<file path="config.mk">
export PLATFORM = sky130hd
export DESIGN_NAME = reg_readback_serializer
export DESIGN_NICKNAME = d
export VERILOG_FILES = /design/src/rtl/reg_readback_serializer.sv
export SDC_FILE = /design/constraint.sdc
export NUM_CORES = 1
export LEC_CHECK = 0
export ABC_AREA = 0
export ABC_CLOCK_PERIOD_IN_PS = 2500
export CORE_MARGIN = 4
export CORE_UTILIZATION = 48
export DETAILED_ROUTE_END_ITERATION = 10
export PLACE_DENSITY = 0.77
export SETUP_SLACK_MARGIN = 0.1
export SLEW_MARGIN = 40
export SYNTH_ARGS = -nofsm -noshare
export SYNTH_HDL_FRONTEND = slang
export SYNTH_SLANG_ARGS = --single-unit
</file>
<file path="constraint.sdc">
create_clock -name CLK -period 2.5 [get_ports CLK]
set_input_delay 0.5 -clock CLK [delete_from_list [all_inputs] [get_ports CLK]]
set_output_delay 0.5 -clock CLK [all_outputs]
set_load 0.05 [all_outputs]
</file>
<file path="src/rtl/reg_readback_serializer.sv">
// Snapshot-and-stream readback: captures a wide register word on request and
// emits it MSB-first as narrow valid/ready beats, one frame per accepted request.
module reg_readback_serializer #(
  parameter int               width      = 16,
  parameter int               beat_width = 4,
  parameter logic [width-1:0] init       = {width{1'b0}}
) (
  input  logic                  CLK,
  input  logic                  RESET,
  input  logic [width-1:0]      I,
  input  logic                  req,
  output logic [beat_width-1:0] O,
  output logic                  O_valid,
  input  logic                  O_ready,
  output logic                  O_last,
  output logic                  busy
);

  localparam int             N    = width / beat_width;
  localparam int             CW   = (N > 1) ? $clog2(N) : 1;
  localparam logic [CW-1:0]  LAST = CW'(N - 1);

  typedef enum logic {S_IDLE, S_SEND} state_t;

  state_t                r_state, w_state_next;
  logic [CW-1:0]         r_cnt, w_cnt_next;
  logic [width-1:0]      r_snap, w_snap_next;
  logic [beat_width-1:0] r_o, w_o_next;
  logic                  r_valid, w_valid_next;
  logic                  r_last, w_last_next;
  logic                  w_xfer;
  logic [beat_width-1:0] w_beats [N];

  assign w_xfer = r_valid & O_ready;

  // Beat slices of the next snapshot, so each output beat can be registered.
  for (genvar gi = 0; gi < N; gi++) begin : g_beats
    assign w_beats[gi] = w_snap_next[width-1-gi*beat_width -: beat_width];
  end

  always_ff @(posedge CLK) begin
    if (RESET) begin
      r_state <= S_IDLE;
      r_cnt   <= '0;
      r_snap  <= init;
      r_o     <= '0;
      r_valid <= 1'b0;
      r_last  <= 1'b0;
    end else begin
      r_state <= w_state_next;
      r_cnt   <= w_cnt_next;
      r_snap  <= w_snap_next;
      r_o     <= w_o_next;
      r_valid <= w_valid_next;
      r_last  <= w_last_next;
    end
  end

  always_comb begin
    w_state_next = r_state;
    w_cnt_next   = r_cnt;
    w_snap_next  = r_snap;
    case (r_state)
      S_IDLE: begin
        if (req) begin
          w_state_next = S_SEND;
          w_snap_next  = I;
          w_cnt_next   = '0;
        end
      end
      S_SEND: begin
        if (w_xfer) begin
          if (r_cnt != LAST) begin
            w_cnt_next = r_cnt + 1'b1;
          end else if (req) begin
            // Final beat accepted while a new request waits: chain with no gap.
            w_snap_next = I;
            w_cnt_next  = '0;
          end else begin
            w_state_next = S_IDLE;
            w_cnt_next   = '0;
          end
        end
      end
      default: begin
        w_state_next = S_IDLE;
        w_cnt_next   = '0;
      end
    endcase
  end

  always_comb begin
    w_valid_next = (w_state_next == S_SEND);
    w_last_next  = w_valid_next && (w_cnt_next == LAST);
    w_o_next     = w_valid_next ? w_beats[w_cnt_next] : '0;
  end

  assign O       = r_o;
  assign O_valid = r_valid;
  assign O_last  = r_last;
  assign busy    = r_valid;

endmodule

</file>
# After elaboration in Yosys (flattened, before gate mapping)
# Index checks and enable logic that the tools add are counted.
[op_classes]
n_addsub = 1
n_lt_le_gt_ge = 1
eq_ne = 2
muxes = 15
bitwise_logic = 4
reduce_logical = 2
[op_table]
columns = ["operator", "n"]
rows = [
  ["16-bit 2-to-1 mux", 3],
  ["16-bit one-hot mux with 2 select lines", 1],
  ["4-bit binary-select mux with 2-bit select", 1],
  ["4-bit 2-to-1 mux", 2],
  ["2-bit 2-to-1 mux", 3],
  ["2-bit one-hot mux with 2 select lines", 1],
  ["3-bit greater-or-equal comparator, second input constant", 1],
  ["1-bit 2-to-1 mux", 3],
  ["2-bit NOT with 3-bit output", 1],
  ["2-bit by 1-bit adder with 2-bit output, second input constant", 1],
  ["2-bit equality test, second input constant", 1],
  ["2-bit inequality test, second input constant", 1],
  ["1-bit NOT", 2],
  ["1-bit one-hot mux with 2 select lines", 1],
  ["2-bit OR reduction", 1],
  ["1-bit AND", 1],
  ["1-bit logical AND", 1],
]
[word_totals]
regBits = 24
input_bits = 20

# Logic depth before layout (Yosys ltp)
# Gate-level depths: netlist of run 1.
[logic_depth]
word_depth = 8
ltp_mapped = 7
depth_no_buf = 6

# Least setup slack after synthesis of run 1
# No wires, ideal clock.
[synth_timing]
path_kind = "flip-flop to flip-flop"
start = "register r_valid (netlist: O_valid)"
end = "register r_o[0] (netlist: O[0])"
t_arrival_ps = 1841
required_time_ps = 2383
setup_slack_ps = 542
path_stages_with_launch = 7
path_buffers = 1
cell_sequence = "dfxtp_1 > buf_2 > nor4bb_1 > a21oi_1 > a211oi_1 > o32ai_1 > a22o_1"
[synth_via]
elab_chain_len = 7
elab_cells_between_ends = 14
cone_classes = "9 x mux; 4 x bitwise; 1 x reduce/logical"
[synth_rtl]
columns = ["item", "line", "source"]
rows = [
  ["start: declaration", "29", "logic r_valid, w_valid_next;"],
  ["start signal: assignment", "54", "r_valid <= w_valid_next;"],
  ["1-bit AND", "34", "assign w_xfer = r_valid & O_ready;"],
  ["2-bit 2-to-1 mux", "72", "if (w_xfer) begin"],
  ["2-bit one-hot mux with 2 select lines", "63", "case (r_state)"],
  ["2-bit NOT with 3-bit output (not written as such)", "95", "w_o_next = w_valid_next ? w_beats[w_cnt_next] : '0;"],
  ["4-bit binary-select mux with 2-bit select", "95", ""],
  ["4-bit 2-to-1 mux (not written as such) (2 in series)", "95", ""],
  ["end signal: assignment", "53", "r_o <= w_o_next;"],
  ["end: declaration", "28", "logic [beat_width-1:0] r_o, w_o_next;"],
]
# Parallel ways exist; a longest one is shown, timed or not. The select of a mux whose other input is x is not followed.
# A chain may end at the register's enable or synchronous reset.

# Worst setup path in the final report of run 1
[layout_timing]
start = "input port O_ready"
end = "register r_o[0] (netlist: O[0])"
[layout_via]
elab_chain_len = 7
elab_cells_between_ends = 13
cone_classes = "9 x mux; 3 x bitwise; 1 x reduce/logical"
[layout_rtl]
columns = ["item", "line", "source"]
rows = [
  ["start: declaration", "14", "input logic O_ready,"],
  ["1-bit AND (*)", "34", ""],
  ["2-bit 2-to-1 mux", "72", ""],
  ["2-bit one-hot mux with 2 select lines", "63", ""],
  ["2-bit NOT with 3-bit output (not written as such)", "95", ""],
  ["4-bit binary-select mux with 2-bit select", "95", ""],
  ["4-bit 2-to-1 mux (not written as such) (2 in series)", "95", ""],
]
# Every way passes the cells marked *; elsewhere a longest branch is shown, timed or not. The select of a mux whose other input is x is not followed.

==> key figures, run 1 <==
Clock network
  • Post-CTS Setup Inserts: 0
  • Hold Buf Count CTS: 0
  • # clock sinks: 24
  • Clock Tree Root: clkbuf_4
  • CTS tree: built
  • # resized after CTS: 0
  • Total CTS buffers: 3
  • Clock buffer depth: 2
  • Htree depth: 1
  • Reg clk slew, reported paths: approximately 0.13 ns
  • Worst-Skew Late Latency: between 0.3 and 0.4 ns

Route
  • DR vias: about 1100
  • Final WL: approximately 2800 um
  • WL/cell: 14.6 um
  • Iter 0 DRT Violations: 28
  • Final antenna-violating net count: 0
  • Drt drc: 0
  • Vias/cell: about 5.7
  • Router iterations before antenna repair: 4

Worst setup path
  • CP endpoint kind: register
  • WP data required: 2.74 ns
  • Critical path origin: O_ready
  • Critical path launch point type: input port
  • Arr. time, crit path: 2.33 ns
  • FF-to-FF End: O[0]
  • R2r setup slk: around 0.43 ns
  • Worst r2r src: r_cnt[0]
  • Setup crit end: O[0]
  • R2r worst-path depth: 5
  • Crit-path max FO: 5
  • Setup CP Type: input port to register

STA
  • Setup violators final: 0
  • Max-slew violations: 0
  • Worst setup margin: 0.410 ns
  • Slew HR: between 60% and 70%
  • Worst Tran Pin Value: 0.502 ns
  • Final hold vios: 0
  • Min cycle time layout: about 2.1 ns
  • Worst Skew: about 0.0079 ns
  • RSZ-0062 raised after global routing: no
  • FMAX: around 0.48 GHz
  • Fin crit share: between 80% and 90%
  • Setup TNS: 0 ns

Yosys
  • Post-synthesis sequential area ratio: between 40 and 50%
  • Post-synth top cells: 24 x dfxtp_1, 20 x nor2_1, 10 x a21oi_1
  • Mapped Area: between 1000 and 1500 um^2
  • Syn Inst Count: about 140
  • Async SR Flop Fraction: 0%
  • Post-synth top area share: about two fifths
  • Synth top area cells: dfxtp_1 41%, nor2_1 6.4%, mux2i_1 6.0%
  • Yosys cell types: 35
  • Synth warn: 0
  • Avg Inst Size Synth: 8.62 um^2
  • Register bit count reported by yosys: 24
  • Post-synth top area cell: dfxtp_1
  • Syn nets: ~160
  • Cell with the most instances after synthesis: dfxtp_1
  • Number of enable flip-flop cells after synthesis: 0
  • Top FF cell, synth: dfxtp_1

Die
  • DIE HEIGHT: about 57 um
  • Die area: roughly 3300 um^2
  • Row count: 17
  • Die Span X: roughly 57 um
  • I/O pins: 27
  • Core area: roughly 2300 um^2
  • Initial Utilization: 51.5%

Run
  • Max-cap violations: 0

Global routing
  • Remaining global-route overflow: 0
  • Initial antenna violation count: 0
  • Largest net degree at the start of global routing: 20
  • Global-route wire length before repair: about 4800 um
  • Vias in the first global route: between 1000 and 1500
  • GRT Total Usage: a little under a fifth

Cells and area
  • Layout filler cell count: between 150 and 200
  • Register area: roughly 480 um^2
  • Antenna diodes: 0
  • Share of cells above drive strength 1: a little over a tenth
  • Multi-input gate area: 632 um^2
  • Nets: 188
  • Synthesis-to-layout area growth: 32.0%

Status
  • Status: completed

Placement
  • Gpl congestion: ~0.86
  • Post-DP HPWL: between 2000 and 2500 um
  • DP Worst Slack: ~0.059 ns
  • Port Buf Inserts: 26

Pwr
  • Pwr per Cell Area: between 500 and 600 nW/um^2
  • P_leak: roughly 0.66 nW
  • Worst vdd ir: 0.599 mV
  • Total power: just under 900 uW

Worst hold path
  • Worst Hold Class: register to register
  • Hold Path Cell Cnt: 2
  • Worst Hold Launch: r_snap[5]
worst min path at each step:
stage / slack, ns / end
floorplan: 0.43 / r_snap[5]
global placement: 0.45 / r_snap[0]
detailed placement: 0.44 / r_snap[5]
CTS: 0.46 / r_snap[5]
global route: 0.50 / r_snap[0]
finish: 0.46 / r_snap[5]
cell type report:
class | instances | area share [%]
Timing Repair Buffer | 36 | 22.0
Tap cell | 28 | 2.26
Clock inverter | 1 | 1.94
Clock buffer | 3 | 1.46
Sequential cell | 24 | 31.0
Inverter | 2 | 0.485
Multi-Input combinational cell | 100 | 40.8
cells by family (layout without fill, tap and decap cells):
group	Yosys count	count (layout)	synth area share, %
AOI/OAI and AO/OA	36	36	21.0
DFF	24	24	41.0
muxes	9	9	9.18
buffers and inverters	12	42	5.12
adders and majority gates	1	1	1.07
and+or+nand+nor	54	54	22.6
metal layers:
layer  vias up  share of wire [%]  wire [um]  GRT usage, %
li1        546                  -          -             -
met5         -                  0          0             0
met1       524                 44       1240          22.4
met3         5                5.8        165          4.52
met2        28                 49       1390          32.4
met4         0                1.2         34          4.97
power by group:
group          switching, mW  internal (mW)
combinational         0.0916         0.0858
clock                  0.121          0.162
sequential            0.0125          0.404
total                  0.225          0.652
per-stage QoR:
| step | hold WS, ns | std cells | util, % | instance area (um^2) |
|---|---|---|---|---|
| after floorplan | 0.432 | 136 | - | 1170 |
| after global placement | 0.445 | 190 | 65.5 | 1490 |
| after detailed placement | 0.445 | 190 | 65.5 | 1490 |
| after CTS | 0.462 | 194 | 67.8 | 1540 |
| after global routing | 0.499 | 194 | 68.0 | 1550 |
| final | 0.459 | 194 | 68.0 | 1550 |
cell usage in the layout, fill, tap and decap left out, types with 2 or more instances in the layout:
cell type	netlist	layout
mux2i_1	7	7
nand3_1	6	6
a32oi_1	5	5
inv_1	2	2
a22o_1	2	2
and3_1	3	3
dfxtp_1	24	24
o21ai_0	4	4
nand2b_1	4	4
nor2b_1	2	2
a22oi_1	2	2
a31oi_1	2	2
dlymetal6s2s_1	0	2
nor2_1	20	20
o31ai_1	2	2
clkdlybuf4s50_1	0	24
clkbuf_4	0	3
a21oi_1	10	10
nand2_1	9	9
buf_4	1	10
and2_1	6	6
a21boi_0	3	3
critical path, stage by stage:
cell,delay [ns]
clkdlybuf4s50_1,0.55
mux2_4,0.33
a22o_1,0.29
mux4_2,0.43
a22o_1,0.23
registers in the layout, indices dropped and copies added, names as in the netlist:
| signal | flops |
|---|---|
| O_last | 1 |
| r_cnt | 2 |
| O_valid | 1 |
| O | 4 |
| r_snap | 16 |
Power figures use the tool's default switching activity.
==> run 2: changes to the inputs <==
--- a/config.mk
+++ b/config.mk
@@ -6,11 +6,11 @@
 export NUM_CORES = 1
 export LEC_CHECK = 0
 export ABC_AREA = 0
-export ABC_CLOCK_PERIOD_IN_PS = 2500
+export ABC_CLOCK_PERIOD_IN_PS = 1700
 export CORE_MARGIN = 4
-export CORE_UTILIZATION = 48
+export CORE_UTILIZATION = 44
 export DETAILED_ROUTE_END_ITERATION = 10
-export PLACE_DENSITY = 0.77
+export PLACE_DENSITY = 0.74
 export SETUP_SLACK_MARGIN = 0.1
 export SLEW_MARGIN = 40
 export SYNTH_ARGS = -nofsm -noshare
==> constraint.sdc (replaced) <==
create_clock -name CLK -period 1.7 [get_ports CLK]
set_input_delay 0.34 -clock CLK [delete_from_list [all_inputs] [get_ports CLK]]
set_output_delay 0.34 -clock CLK [all_outputs]
set_load 0.05 [all_outputs]
==> key figures, run 2 (same netlist as run 1, synthesis figures left out) <==
Status
  • Status: complete, but fails checks
  • Violated checks: negative setup slack

Global routing
  • Grt met3 use: 3.27% (-1.3 points)
  • Global-route wire length before repair: 5510 um (+16%)
  • Grt met2 use: 34.5% (+2.1 points)
  • GR Layer Usage met1: 24.8% (+2.4 points)
  • Most Crowded Layer GR: met2
  • Vias in the first global route: 1269 (+21%)
  • Remaining global-route overflow: 0 (unchanged)
  • Largest net degree at the start of global routing: 19 (-5.0%)
  • GRT Total Usage: 20.1% (+1.5 points)
  • Initial antenna violation count: 0 (unchanged)

Die
  • DIE HEIGHT: 59.6 um (+3.8%)
  • Initial Utilization: 46.9% (-4.6 points)
  • Core area: 2500 um^2 (+9.8%)
  • Row count: 18 (+1)
  • Die Span X: 59.6 um (+3.8%)
  • Die area: 3550 um^2 (+7.8%)
  • I/O pins: 27 (unchanged)

Route
  • Router iterations before antenna repair: 4 (unchanged)
  • DR vias: 1176 (+6.6%)
  • WL/cell: 14.9 um (+2.4%)
  • Vias/cell: 5.39 (-5.1%)
  • Iter 0 DRT Violations: 69 (+150%)
  • Final WL: 3250 um (+15%)
  • Drt drc: 0 (unchanged)
  • Final antenna-violating net count: 0 (unchanged)

Placement
  • DP Worst Slack: -0.573 ns (-0.632 ns)
  • Post-DP HPWL: 2370 um (+14%)
  • Port Buf Inserts: 26 (unchanged)
  • Dpl cells: 214 (+13%)
  • Gpl congestion: 0.928 (+7.6%)

STA
  • Min cycle time layout: 1.85 ns
  • Fin crit share: 109%
  • Max-slew violations: 0 (unchanged)
  • Worst setup margin: -0.150 ns (-0.560 ns)
  • Worst Tran Pin Value: 0.311 ns (-0.191 ns)
  • RSZ-0062 raised after global routing: yes
  • Final hold vios: 0 (unchanged)
  • Setup TNS: -0.330 ns (-0.330 ns)
  • Worst Skew: 0.0175 ns (+0.00961 ns)
  • FMAX: ~0.54 GHz
  • Setup violators final: 4 (+4)
  • Slew HR: 79.3% (+13 points)

Clock network
  • Clock Tree Root: clkbuf_4
  • # clock sinks: 24 (unchanged)
  • Clock buffer depth: 2 (unchanged)
  • Total CTS buffers: 3 (unchanged)
  • Worst-Skew Late Latency: 0.33 ns (about the same)
  • CTS tree: built
  • Reg clk slew, reported paths: 0.15 ns (+0.02 ns)
  • Htree depth: 1 (unchanged)
  • Post-CTS Setup Inserts: 0 (unchanged)

Cells and area
  • Finished Layout Cells: 218 (+12%)
  • Antenna diodes: 0 (unchanged)
  • Synthesis-to-layout area growth: 57.5%
  • Nets: 210 (+12%)
  • Share of cells above drive strength 1: 35.1% (+24 points)
  • Leading cell types in the layout, fill and taps excluded: 36 x buf_4, 21 x dfxtp_1, 20 x nor2_1
  • Commonest non-fill, non-tap cell in the layout: buf_4
  • Max reg flops: 16 (unchanged)
  • Register with the most flip-flops: r_snap

Worst setup path
  • Arr. time, crit path: 2.10 ns (-0.23 ns)
  • Largest stage delay, worst path: 0.42 ns (-0.13 ns)
  • Critical path launch point type: register
  • Slowest-stage cell, CP: mux4_2
  • CP endpoint kind: register
  • Crit-path max FO: 3 (-2)
  • Worst-path cell chain: ha_4, mux2_4, a22o_4, mux4_2, a22o_1
  • Setup CP Type: register to register
  • WP data required: 1.95 ns (-0.79 ns)

Pwr
  • Worst vdd ir: 0.694 mV (+16%)
  • P_leak: 0.763 nW (+16%)
  • Total power: 1.39 mW (+58%)
  • Pwr per Cell Area: 752 nW/um^2 (+33%)

Worst hold path
  • Worst Hold Class: register to register

Run
  • Max-cap violations: 0 (unchanged)
==> run 2: area by class of cell <==
class | instances | area, um^2
Clock buffer | 3 | 22.5
Clock inverter | 1 | 30.0
Fill cell | 175 | 653
Inverter | 2 | 7.51
Multi-Input combinational cell | 100 | 759
Sequential cell | 24 | 489
Tap cell | 30 | 37.5
Timing Repair Buffer | 58 | 500
==> run 2: what timing repair did <==
| action | 4_1_cts | 5_1_grt |
|---|---|---|
| resized for setup | 12 | 13 |
| hold buffers | 0 | 0 |
| pin swaps | 2 | 0 |
| setup endpoints to repair | 6 | 9 |
==> run 2: path summary, 6_finish.rpt <==
path	startpoint	endpoint	slack (ns)	depth (start not counted)
setup / recovery	r_cnt[1]	O[0]	-0.15	5
hold / removal	r_snap[5]	r_snap[5]	0.46	2
setup reg to reg	r_cnt[1]	O[0]	-0.15	5
hold reg to reg	r_snap[5]	r_snap[5]	0.46	2
==> run 2: report_power, final <==
group,switching (mW),internal [mW],total (mW)
Sequential,0.0199,0.593,0.613
Clock,0.187,0.239,0.426
Combinational,0.164,0.186,0.350
Total,0.371,1.02,1.39
==> run 2: through the flow <==
stage / util (%) / hold slack, ns / instance area, um^2
2_1_floorplan: - / 0.432 / 1200
3_3_place_gp: 67.1 / 0.441 / 1680
3_5_place_dp: 67.1 / 0.445 / 1680
4_1_cts: 71.3 / 0.463 / 1780
5_1_grt: 73.9 / 0.492 / 1850
6_report: 73.9 / 0.463 / 1850
==> run 2: metal layers <==
metal | up-vias | wire length [um]
li1 | 590 | -
met1 | 557 | 1540
met2 | 25 | 1550
met3 | 4 | 134
met4 | 0 | 31
met5 | - | 0
==> run 2: critical path: cells and delay by family (launching register included) <==
kind | cells | cell delay, ns
muxes | 2 | 0.68
AOI/OAI and AO/OA | 2 | 0.48
DFF | 1 | 0.37
adders and majority gates | 1 | 0.23
==> run 3: changes to the inputs <==
--- a/config.mk
+++ b/config.mk
@@ -7,6 +7,7 @@
 export LEC_CHECK = 0
 export ABC_AREA = 0
 export ABC_CLOCK_PERIOD_IN_PS = 1700
+export CAP_MARGIN = 30
 export CORE_MARGIN = 4
 export CORE_UTILIZATION = 44
 export DETAILED_ROUTE_END_ITERATION = 10
==> results of run 3 <==
No change in the layout: final DEF, timing and power equal those of run 2.
